`src/rtl/hexdisp_pkg.sv`:
```
// Shared types and constants for the hex display controller.
package hexdisp_pkg;

  typedef enum logic [1:0] {
    MODE_MANUAL = 2'd0,
    MODE_AUTO   = 2'd1,
    MODE_FREEZE = 2'd2
  } mode_e;

  // All segments off (outputs are active-low).
  localparam logic [6:0] SEG_BLANK = 7'h7F;

  // Active-high glyphs, bit 0 = seg a; entry n is the glyph for nibble n (listed F down to 0).
  localparam logic [15:0][6:0] GLYPH_TABLE = {
    7'h71, 7'h79, 7'h5E, 7'h39, 7'h7C, 7'h77, 7'h6F, 7'h7F,
    7'h07, 7'h7D, 7'h6D, 7'h66, 7'h4F, 7'h5B, 7'h06, 7'h3F
  };

endpackage

```
`src/rtl/hex7_decode.sv`:
```
// Combinational nibble to active-low seven-segment decoder with blank override.
module hex7_decode
  import hexdisp_pkg::*;
(
  input  logic [3:0] nibble,
  input  logic       blank,
  output logic [6:0] seg
);

  // Blank wins over the glyph; glyph table is active-high so invert it.
  always_comb begin
    seg = blank ? SEG_BLANK : ~GLYPH_TABLE[nibble];
  end

endmodule

```
`src/rtl/hex_display_ctrl.sv`:
```
// Multi-page debug display controller: page select/auto-cycle/freeze, leading-zero
// blanking, blinking and a time-multiplexed scan output. All outputs registered, active-low.
module hex_display_ctrl
  import hexdisp_pkg::*;
#(
  parameter int unsigned DIGITS    = 4,
  parameter int unsigned PAGES     = 4,
  parameter int unsigned SCAN_DIV  = 16,
  parameter int unsigned DWELL     = 2**20,
  parameter int unsigned BLINK_DIV = 2**22
) (
  input  logic                        clk,
  input  logic                        rst_n,
  input  logic [PAGES*DIGITS*4-1:0]   page_data,
  input  logic [$clog2(PAGES)-1:0]    page_sel,
  input  logic [1:0]                  mode,
  input  logic                        blank_lz,
  input  logic                        blink_en,
  output logic [DIGITS*7-1:0]         hex_static,
  output logic [6:0]                  seg_mux,
  output logic [DIGITS-1:0]           dig_en,
  output logic [$clog2(PAGES)-1:0]    cur_page,
  output logic                        page_change
);

  localparam int unsigned PW = $clog2(PAGES);
  localparam int unsigned IW = (DIGITS > 1) ? $clog2(DIGITS) : 1;
  localparam int unsigned SW = (SCAN_DIV > 1) ? $clog2(SCAN_DIV) : 1;
  localparam int unsigned DW = $clog2(DWELL);
  localparam int unsigned BW = (BLINK_DIV > 1) ? $clog2(BLINK_DIV) : 1;

  logic [PAGES-1:0][DIGITS-1:0][3:0] pages;
  logic [DIGITS-1:0][3:0]            live, disp, snap_q, snap_d;
  logic [DIGITS-1:0]                 blank;
  logic                              seen_nz, blink_off;

  mode_e           mode_eff, mode_q;
  logic [PW-1:0]   page_q, page_d;
  logic [DW-1:0]   dwell_q, dwell_d;
  logic [BW-1:0]   blink_cnt_q, blink_cnt_d;
  logic            phase_q, phase_d;
  logic [SW-1:0]   scan_cnt_q, scan_cnt_d;
  logic [IW-1:0]   idx_q, idx_d;
  logic [DIGITS*7-1:0] hex_d;
  logic [6:0]      seg_mux_d;
  logic [DIGITS-1:0] dig_en_d;

  assign pages = page_data;

  // Mode 3 is folded into MANUAL.
  always_comb begin
    case (mode)
      2'd1:    mode_eff = MODE_AUTO;
      2'd2:    mode_eff = MODE_FREEZE;
      default: mode_eff = MODE_MANUAL;
    endcase
  end

  // Page FSM: next page, dwell counter and freeze snapshot selection.
  always_comb begin
    page_d  = page_q;
    dwell_d = '0;
    case (mode_eff)
      MODE_MANUAL: page_d = page_sel;
      MODE_AUTO: begin
        // On entry the counter restarts from zero and the current page is kept.
        if (mode_q != MODE_AUTO) begin
          dwell_d = '0;
        end else if (dwell_q == DW'(DWELL - 1)) begin
          page_d = page_q + 1'b1;
        end else begin
          dwell_d = dwell_q + 1'b1;
        end
      end
      default: page_d = page_q;
    endcase
    live   = pages[page_d];
    // Capture the live nibbles on the FREEZE entry cycle so the display never glitches.
    snap_d = ((mode_eff == MODE_FREEZE) && (mode_q != MODE_FREEZE)) ? live : snap_q;
    disp   = (mode_eff == MODE_FREEZE) ? snap_d : live;
  end

  // Blink and scan timebases; outputs use the next-state values to stay aligned.
  always_comb begin
    blink_cnt_d = blink_cnt_q + 1'b1;
    phase_d     = phase_q;
    if (blink_cnt_q == BW'(BLINK_DIV - 1)) begin
      blink_cnt_d = '0;
      phase_d     = ~phase_q;
    end
    scan_cnt_d = scan_cnt_q + 1'b1;
    idx_d      = idx_q;
    if (scan_cnt_q == SW'(SCAN_DIV - 1)) begin
      scan_cnt_d = '0;
      idx_d      = (idx_q == IW'(DIGITS - 1)) ? '0 : idx_q + 1'b1;
    end
    dig_en_d        = '1;
    dig_en_d[idx_d] = 1'b0;
  end

  // Per-digit blank flags: leading zeros from the top digit down, plus blink.
  always_comb begin
    blink_off = blink_en && phase_d;
    seen_nz   = 1'b0;
    blank     = '0;
    for (int d = int'(DIGITS) - 1; d >= 0; d--) begin
      if (disp[d] != 4'h0) seen_nz = 1'b1;
      blank[d] = (blank_lz && !seen_nz && (d != 0)) || blink_off;
    end
  end

  for (genvar g = 0; g < DIGITS; g++) begin : g_dec
    hex7_decode u_dec (
      .nibble (disp[g]),
      .blank  (blank[g]),
      .seg    (hex_d[g*7 +: 7])
    );
  end

  hex7_decode u_dec_mux (
    .nibble (disp[idx_d]),
    .blank  (blank[idx_d]),
    .seg    (seg_mux_d)
  );

  // State and output registers.
  always_ff @(posedge clk or negedge rst_n) begin
    if (!rst_n) begin
      mode_q      <= MODE_MANUAL;
      page_q      <= '0;
      dwell_q     <= '0;
      snap_q      <= '0;
      blink_cnt_q <= '0;
      phase_q     <= 1'b0;
      scan_cnt_q  <= '0;
      idx_q       <= '0;
      hex_static  <= '1;
      seg_mux     <= SEG_BLANK;
      dig_en      <= '1;
      page_change <= 1'b0;
    end else begin
      mode_q      <= mode_eff;
      page_q      <= page_d;
      dwell_q     <= dwell_d;
      snap_q      <= snap_d;
      blink_cnt_q <= blink_cnt_d;
      phase_q     <= phase_d;
      scan_cnt_q  <= scan_cnt_d;
      idx_q       <= idx_d;
      hex_static  <= hex_d;
      seg_mux     <= seg_mux_d;
      dig_en      <= dig_en_d;
      page_change <= (page_d != page_q);
    end
  end

  assign cur_page = page_q;

endmodule

```
`config.mk`:
```
export PLATFORM = sky130hd
export DESIGN_NAME = hex_display_ctrl
export DESIGN_NICKNAME = d
export VERILOG_FILES = /design/src/rtl/hexdisp_pkg.sv /design/src/rtl/hex7_decode.sv /design/src/rtl/hex_display_ctrl.sv
export SDC_FILE = /design/constraint.sdc
export NUM_CORES = 1
export LEC_CHECK = 0
export BUFFER_PORTS_ARGS = -buffer_cell sky130_fd_sc_hd__buf_2
export CAP_MARGIN = 20
export CORE_UTILIZATION = 49
export CTS_CLUSTER_DIAMETER = 80
export DETAILED_ROUTE_END_ITERATION = 10
export PLACE_DENSITY_LB_ADDON = 0.25
export SYNTH_ARGS = -nofsm -noshare
export SYNTH_HDL_FRONTEND = slang
export SYNTH_HIERARCHICAL = 1
export SYNTH_SLANG_ARGS = --single-unit
```
`constraint.sdc`:
```
create_clock -name clk -period 3.89 [get_ports clk]
set_input_delay 1.167 -clock clk [delete_from_list [all_inputs] [get_ports clk]]
set_output_delay 1.167 -clock clk [all_outputs]
set_load 0.03 [all_outputs]
```
==> impl_metrics.toml <==
[outcome]
status = "completed"

[placed_design]
place_area_mm2 = 0.00788
placedCellCount = 991
dp_slack_ns = -0.503
gp_congestion = 0.866
io_buffers = 113
dp_hpwl_um = 11800

[sta]
setup_violations = 0
whs_ns = 0.472
timing.final.crit_share_pct = 99.9
slew_headroom_pct = 50.1
max_clock_freq_ghz = 0.257
drv_slew = 0
fin_ws_ns = 0.00453
skew_ns = 0.0119
rsz0062_at_grt = "yes"
worst_slew_pin_slew_ns = 0.748
hold_viol_final = 0
min_period_ns = 3.89
setup_tns_ns = 0

[global_routing]
grt_pass1_wl_um = 26200
grt_pass1_vias = 5553
grt-ovfl-total = 0
antenna_found_initial = 0
grt_use_total_pct = 24.8
grt_max_degree = 61

[routing]
antenna_left = 0
wl_per_cell_um = 15.5
drt_first_pass_iters = 5
vias_per_cell = 5.50
drt_wl_total_um = 15800
drt_iter0_markers = 272
dr_total_vias = 5605
route.detailed.drc = 0

[pwr]
pwr_density_cell_mw_per_mm2 = 572
power_mw = 4.87
leakage_nw = 3.91
ir_drop_v = 0.000266

[synth]
yosys_warnings = 6
synth_top_area_share_pct = 27.0
synth.yosys.seq_area_share_pct = 42.8
synth_top_cell_by_area = "dfrtp_1"
synth_cells = 650
synth_cell_types = 57
synth.most_common_cell = "dfrtp_1"
synth_edf_count = 0
synthFlopType = "dfrtp_1"
synth_area_mm2 = 0.00648
synth_nets = 759
synth_area_leaders = "dfrtp_1 27%, dfstp_2 16%, mux2i_1 7.4%"
syn_avg_cell_area_um2 = 9.98
ys_seq_elements = 109
synth_async_sr_flop_share_pct = 100
synthTopCellsByCount = "70 x dfrtp_1, 55 x nand2_1, 55 x nor2_1, 51 x o21ai_0, 48 x mux2i_1"

[layout]
instances_no_fill = 1019
drive_gt1_share_pct = 39.3
seq_area_mm2 = 0.00278
nFillCells = 991
post-route-util_pct = 66.7
num_antenna_cells = 0
multi_input_area_mm2 = 0.00373
fin_nets = 951
final_cell_area_mm2 = 0.00852
synthToLayoutAreaGrowth_pct = 31.4

[worst_hold_path]
hold_depth = 1
hold_path_end = "blink_cnt_q[20]$_DFF_PN0_"
min_from = "blink_cnt_q[20]$_DFF_PN0_"
hold_path_class = "reg -> reg"

[clock_tree]
clk_pin_slew_ns = 0.07
htreeDepth = 3
cts_buffers = 9
clock-sinks = 109
clockBufferDepth = 2
clockRootBuffer = "clkbuf_16"
tritoncts = "done"
clk_latency_ns = 0.36

[setup_path]
crit_cells = 17
path_delay_family = "multiplexers"
reg2reg_depth = 14
cpPeakStageDelay_ns = 0.31
path_max_fanout = 6
crit_chain = "buf_12 > inv_12 > ha_4 > nand2_2 > o21a_1 > and4b_2 > nor2_4 > buf_6 > mux2i_1 > mux2_4 > o21ai_4 > mux2i_1 > mux2i_2 > buf_4 > ha_4 > mux2_4 > a221o_1"
timing_worst_setup_path_type = "in -> reg"
crit_arrival_ns = 4.16
cp-start-kind = "primary input"
slowest_stage = "a221o_1"
cp.required_ns = 4.17
endpoint_kind = "flop"
r2r_end = "seg_mux[6]$_DFF_PN1_"
r2r-start = "dwell_q[0]$_DFF_PN0_"
critPathBufInv = 4
ff2ff_setup_slack_ns = 0.10

[floorplan]
io_pins = 114
fp.dieH_um = 117
die_area_mm2 = 0.0137
rows = 41
floorplan.initialDensity_pct = 50.8
coreArea_mm2 = 0.0128
die_x_um = 117

[run]
cap_violations = 0
how the worst max path moves through the flow:
| stage | startpoint | end | slack [ns] |
|---|---|---|---|
| 2_1_floorplan | mode[0] | seg_mux[6]$_DFF_PN1_ | -0.40 |
| 3_3_place_gp | mode[0] | seg_mux[6]$_DFF_PN1_ | -0.42 |
| 3_5_place_dp | mode[0] | seg_mux[6]$_DFF_PN1_ | -0.50 |
| 4_1_cts | mode[0] | hex_static[7]$_DFF_PN1_ | -0.04 |
| 5_1_grt | mode[0] | seg_mux[6]$_DFF_PN1_ | -0.12 |
| 6_report | mode[0] | seg_mux[6]$_DFF_PN1_ | 0.005 |
state kept, by name (all words and copies together), names as in the netlist:
name,count
dig_en,4
mode_q,2
scan_cnt_q,4
hex_static,28
blink_cnt_q,22
cur_page,2
idx_q,2
page_change,1
dwell_q,20
snap_q,16
seg_mux,7
phase_q,1
metal layers:
layer	track usage (%)	wire, um	up-vias
li1	-	-	2706
met5	0	0	-
met3	2.94	602	30
met1	31.9	6930	2704
met4	10.8	382	0
met2	42.5	7850	165
cell families (layout without fill, tap and decap cells):
logic type,Yosys count,after routing,synth area share [%]
xor gates and xnor gates,34,34,4.59
and+or+nand+nor,214,214,16.4
DFF,109,109,42.8
AOI/OAI and AO/OA,135,135,14.1
buffers and inverters,55,252,4.36
muxes,66,66,10.6
adders and majority gates,37,37,7.14
power breakdown:
| group | internal (mW) | leakage (nW) | switching (mW) |
|---|---|---|---|
| Clock | 0.609 | 0.169 | 0.422 |
| Sequential | 1.47 | 1.32 | 0.0828 |
| Combinational | 0.974 | 2.41 | 1.31 |
| Total | 3.06 | 3.91 | 1.82 |
placed cells by master, fill, tap and decap left out, drive strengths merged, types with 6 or more instances in the layout:
| master | instances |
|---|---|
| a211oi | 10 |
| a21boi | 8 |
| a21oi | 9 |
| a221o | 10 |
| a31oi | 7 |
| and3 | 9 |
| buf | 202 |
| clkbuf | 11 |
| dfrtp | 70 |
| dfstp | 39 |
| ha | 37 |
| inv | 37 |
| mux2 | 18 |
| mux2i | 48 |
| nand2 | 55 |
| nand2b | 6 |
| nand3 | 24 |
| nand4 | 10 |
| nor2 | 61 |
| nor2b | 7 |
| nor3 | 11 |
| o211ai | 12 |
| o21ai | 54 |
| o311ai | 6 |
| xnor2 | 15 |
| xor2 | 19 |
area by class of cell:
type | instances | area share [%]
tap | 172 | 2.53
timing repair buffer | 202 | 15.5
sequential | 109 | 32.6
clock inverter | 5 | 1.04
inverter | 34 | 1.64
clock buffer | 11 | 2.97
multi-input combinational | 486 | 43.7
what timing repair did:
item	CTS	global route
setup endpoints to repair	11	33
buffers inserted	6	7
cloned	2	0
gates resized for setup	21	34
hold buffers	0	0
pin swaps	11	17
(Power assumes the default switching activity.)
